$ cat config.mk
export PLATFORM = sky130hd
export DESIGN_NAME = fpga_fabric
export DESIGN_NICKNAME = d
export VERILOG_FILES = /design/src/rtl/fpga_fabric_pkg.sv /design/src/rtl/fpga_lane_cell.sv /design/src/rtl/fpga_fabric.sv
export SDC_FILE = /design/constraint.sdc
export NUM_CORES = 1
export LEC_CHECK = 0
export BUFFER_PORTS_ARGS = -buffer_cell sky130_fd_sc_hd__buf_4
export CAP_MARGIN = 5
export CORE_AREA = 3 3 55 57
export DETAILED_ROUTE_END_ITERATION = 8
export DIE_AREA = 0 0 58 60
export GPL_TIMING_DRIVEN = 0
export PLACE_DENSITY = 0.59
export SLEW_MARGIN = 20
export SYNTH_ARGS = -nofsm -noshare
export SYNTH_HDL_FRONTEND = slang
export SYNTH_SLANG_ARGS = --single-unit
$ cat constraint.sdc
create_clock -name clock -period 4.34 [get_ports clock]
set_clock_uncertainty 0.15 [all_clocks]
set_input_delay 0 -clock clock [delete_from_list [all_inputs] [get_ports clock]]
set_output_delay 0 -clock clock [all_outputs]
set_load 0.02 [all_outputs]
$ cat src/rtl/fpga_fabric_pkg.sv
// Shared sizes, state encoding and lane-select type for the lane-serial adder fabric.
package fpga_fabric_pkg;

  localparam int LANE_W    = 2;
  localparam int NUM_LANES = 4;
  localparam int DATA_W    = LANE_W * NUM_LANES;

  typedef logic [1:0] lane_sel_t;

  typedef enum logic [0:0] {
    RUN  = 1'b0,
    DONE = 1'b1
  } state_e;

endpackage

$ cat src/rtl/fpga_lane_cell.sv
// One programmable lane: routes an A and a B source lane through 4:1 muxes and adds them with carry.
module fpga_lane_cell
  import fpga_fabric_pkg::*;
(
  input  logic [DATA_W-1:0] a_word,
  input  logic [DATA_W-1:0] b_word,
  input  lane_sel_t         sel,
  input  logic              cin,
  output logic [LANE_W-1:0] s,
  output logic              cout
);

  logic [LANE_W-1:0] a_lane;
  logic [LANE_W-1:0] b_lane;
  logic [LANE_W:0]   total;

  always_comb begin
    a_lane = a_word[{sel, 1'b0} +: LANE_W];
    b_lane = b_word[{sel, 1'b0} +: LANE_W];
    total  = {1'b0, a_lane} + {1'b0, b_lane} + {{LANE_W{1'b0}}, cin};
    s      = total[LANE_W-1:0];
    cout   = total[LANE_W];
  end

endmodule

$ cat src/rtl/fpga_fabric.sv
// Lane-serial 8-bit adder with BitFile-programmed operand routing; one lane per clock, LSB lane first.
// Optional done output is enabled by defining FPGA_FABRIC_DONE_EN.
//
// state | meaning
// RUN   | computing lane lane_idx (0..3), one lane per rising edge
// DONE  | sum and C_Out hold until the next reset
module fpga_fabric
  import fpga_fabric_pkg::*;
(
  input  logic              clock,
  input  logic              reset,
  input  logic [DATA_W-1:0] BitFile,
  input  logic [DATA_W-1:0] input_1,
  input  logic [DATA_W-1:0] input_2,
  output logic [DATA_W-1:0] sum,
`ifdef FPGA_FABRIC_DONE_EN
  output logic              done,
`endif
  output logic              C_Out
);

  state_e            state;
  lane_sel_t         lane_idx;
  logic              carry;
  lane_sel_t         lane_src;
  logic [LANE_W-1:0] cell_s;
  logic              cell_c;
  logic              last_lane;

  assign lane_src  = BitFile[{lane_idx, 1'b0} +: LANE_W];
  assign last_lane = (lane_idx == lane_sel_t'(NUM_LANES - 1));

  // A single cell is time-multiplexed across all lanes.
  fpga_lane_cell u_cell (
    .a_word (input_1),
    .b_word (input_2),
    .sel    (lane_src),
    .cin    (carry),
    .s      (cell_s),
    .cout   (cell_c)
  );

  always_ff @(posedge clock or negedge reset) begin
    if (!reset) begin
      state    <= RUN;
      lane_idx <= '0;
      carry    <= 1'b0;
      sum      <= '0;
      C_Out    <= 1'b0;
    end else begin
      case (state)
        RUN: begin
          sum[{lane_idx, 1'b0} +: LANE_W] <= cell_s;
          carry    <= cell_c;
          lane_idx <= lane_sel_t'(lane_idx + 1'b1);
          if (last_lane) begin
            C_Out <= cell_c;
            state <= DONE;
          end
        end
        default: ;
      endcase
    end
  end

`ifdef FPGA_FABRIC_DONE_EN
  always_ff @(posedge clock or negedge reset) begin
    if (!reset)
      done <= 1'b0;
    else if (state == RUN && last_lane)
      done <= 1'b1;
  end
`endif

endmodule

==> results_dict.tcl <==
set metrics [dict create \
    status "finished, final reports clean" \
    yosys-mux-area-fraction 0.236 \
    final_common_cell "buf_4" \
    dieArea_mm2 0.00348 \
    crit_path_start "lane_idx[0]" \
    ff2ff_setup_slack_ns 1.37 \
    synth_area_per_cell_um2 11.7 \
    synth_xor_area_frac 0.0103 \
    max_clock_freq_mhz 337 \
    clkSinkCount 13 \
    drive_above_1_share 0.416 \
    maxSlewViolCount 0 \
    synthAdderAreaFrac 0.135 \
    worstMarginPinSlew_ns 0.588 \
    postPlaceCellArea_mm2 0.00114 \
    rsz0062_at_grt "no" \
    cts.path.max_buffers 2 \
    n_fill_cell 246 \
    layout_common_cells "34 x buf_4, 13 x dfrtp_1, 10 x mux2i_1, 10 x nand2_1" \
    yosys_warnings 0 \
    crit_path_end_kind "flip-flop" \
    place_ws_ns 1.36 \
    core_mm2 0.00252 \
    rows 18 \
    grt_max_degree 14 \
    relSlewSlack 0.607 \
    cts_tree "yes" \
    synth_top_family_by_area "multiplexers" \
    total_power_w 0.000420 \
    drc 0 \
    crit_chain "buf_6 > mux4_2 > buf_6 > mux2i_1 > mux2_2 > fa_1 > inv_1 > fa_1 > nand2_1 > o41ai_1" \
    syn-instance-count 73 \
    crit_end "sum[5]" \
    hold_buffers 2 \
    max_stage_delay_ns 0.50 \
    syn_area_um2 852 \
    grt_overflow_total 0 \
    hold_class "in -> reg" \
    setup_ws_ns 1.37 \
    start_kind "flip-flop" \
    power_leakage_nw 0.583 \
    drt_first_pass_iters 2 \
    vias 655 \
    min_period_over_period 0.684 \
    ys_seq_elements 13 \
    cts_buffers 3 \
    ant_nets 0 \
    cts_setup_buffers 0 \
    wl_mm 1.69 \
    fin_tns_setup_ns 0 \
    gp_congestion 0.706 \
    die_w_um 58 \
    grt_pass1_vias 645 \
    clk_pin_slew_ns 0.08 \
    crit_type "reg -> reg" \
    worst_path_max_delay_cell "mux4_2" \
    start_util 0.338 \
    io_buffers 34 \
    worstReg2RegStart "lane_idx[0]" \
    cap_violations 0 \
    cp.required_ns 4.34 \
    final_area_mm2 0.00119 \
    pin_count 35 \
    yosysUniqueCellTypes 17 \
    crit-reg2reg-capture "sum[5]" \
    arrival_ns 2.97 \
    routed_via_density 4.58 \
    grt_first_pass_wirelength_mm 2.73 \
    synth-compound-area-share 0.0764 \
    final_core_util 0.472 \
    fp.dieH_um 60 \
    synth-simple-area-share 0.112 \
    grt_use_total 0.0995 \
    drt_iter0_drc 1 \
    crit_fanout 8 \
    power-per-cell-area_mw_per_mm2 353 \
    yosysSeqAreaShare 0.382 \
    syn2layout_area_growth_pct 39.8 \
    antenna_found_initial 0 \
    period_needed_ns 2.97 \
    vdd_drop_max_mv 0.233 \
    dp_hpwl_mm 1.44 \
    hold_viol 0 \
    setup_viol 0 \
    wl_per_cell_um 11.8 \
    syn_nets 107 \
    insertion_delay_ns 0.27 \
    root_buffer "clkbuf_4" \
    htreeDepth 1 \
    diodes 0 \
    worstRegToRegCells 10 \
    nNetsFinal 148 \
    cts_resized 0 \
]
==> how the worst min path moves through the flow <==
stage,startpoint,to,slack (ns),cells after the start
finish,input_2[2],sum[0],0.29,5
floorplan,reset,C_Out,-0.45,0
detailed placement,reset,sum[5],-0.30,1
CTS,input_2[2],sum[0],0.30,5
global route,input_1[0],sum[0],0.32,5
global placement,reset,sum[4],-0.30,1
==> Yosys cell counts, drive strengths merged <==
master | number | area share
dfrtp | 13 | 0.38
mux2i | 10 | 0.12
nand2 | 10 | 0.044
ha | 6 | 0.088
nand2b | 6 | 0.044
mux2 | 5 | 0.066
inv | 4 | 0.018
o31ai | 4 | 0.035
o41ai | 4 | 0.041
buf | 2 | 0.026
fa | 2 | 0.047
mux4 | 2 | 0.053
clkbuf | 1 | 0.0044
nor2b | 1 | 0.0073
or2 | 1 | 0.0073
or2b | 1 | 0.0088
xnor2 | 1 | 0.010
==> flip-flops by register name, indices dropped and copies added, names as in the netlist <==
name,count
state,1
carry,1
lane_idx,2
C_Out,1
sum,8
==> cell type report <==
class,count,area (um2),area share
multi-input cells,53,485,0.408
flip-flops and latches,13,325,0.273
repair buffers,36,275,0.231
well taps,30,37.5,0.0315
clock buffers,4,26.3,0.0221
plain buffers,3,26.3,0.0221
inverters,4,15.0,0.0126
==> per-stage QoR <==
| step | instances | hold slack [ns] |
|---|---|---|
| 2_1_floorplan | 73 | -0.446 |
| 3_3_place_gp | 137 | -0.297 |
| 3_5_place_dp | 137 | -0.296 |
| 4_1_cts | 143 | 0.297 |
| 5_1_grt | 143 | 0.319 |
| 6_report | 143 | 0.292 |
==> cell families (layout without fill, tap and decap cells) <==
logic type	count (synthesis)	in the layout
and+or+nand+nor	19	19
muxes	17	17
DFF	13	13
adders and majority gates	8	8
AOI/OAI and AO/OA	8	8
buffers and inverters	7	47
xor gates and xnor gates	1	1
==> where the power goes <==
| part | leakage, nW | internal [W] | switching [W] |
|---|---|---|---|
| Combinational | 0.415 | 0.0000888 | 0.0000880 |
| Clock | 0.0150 | 0.0000355 | 0.0000369 |
| Sequential | 0.153 | 0.000154 | 0.0000166 |
| Total | 0.583 | 0.000279 | 0.000141 |
==> critical path, delay by kind of cell (launching register included) <==
family | cells | cell delay [ns]
flops | 1 | 0.42
mux | 3 | 0.89
buf+inv | 3 | 0.39
simple gates | 1 | 0.11
compound gates | 1 | 0.08
fa+ha+maj | 2 | 0.80
==> metal layers <==
metal	part of all wire	global-route usage
met1	0.43	0.129
met2	0.52	0.166
met3	0.047	0.0410
met4	0	0
met5	0	0
No activity file was read; power rests on OpenSTA's default activity.
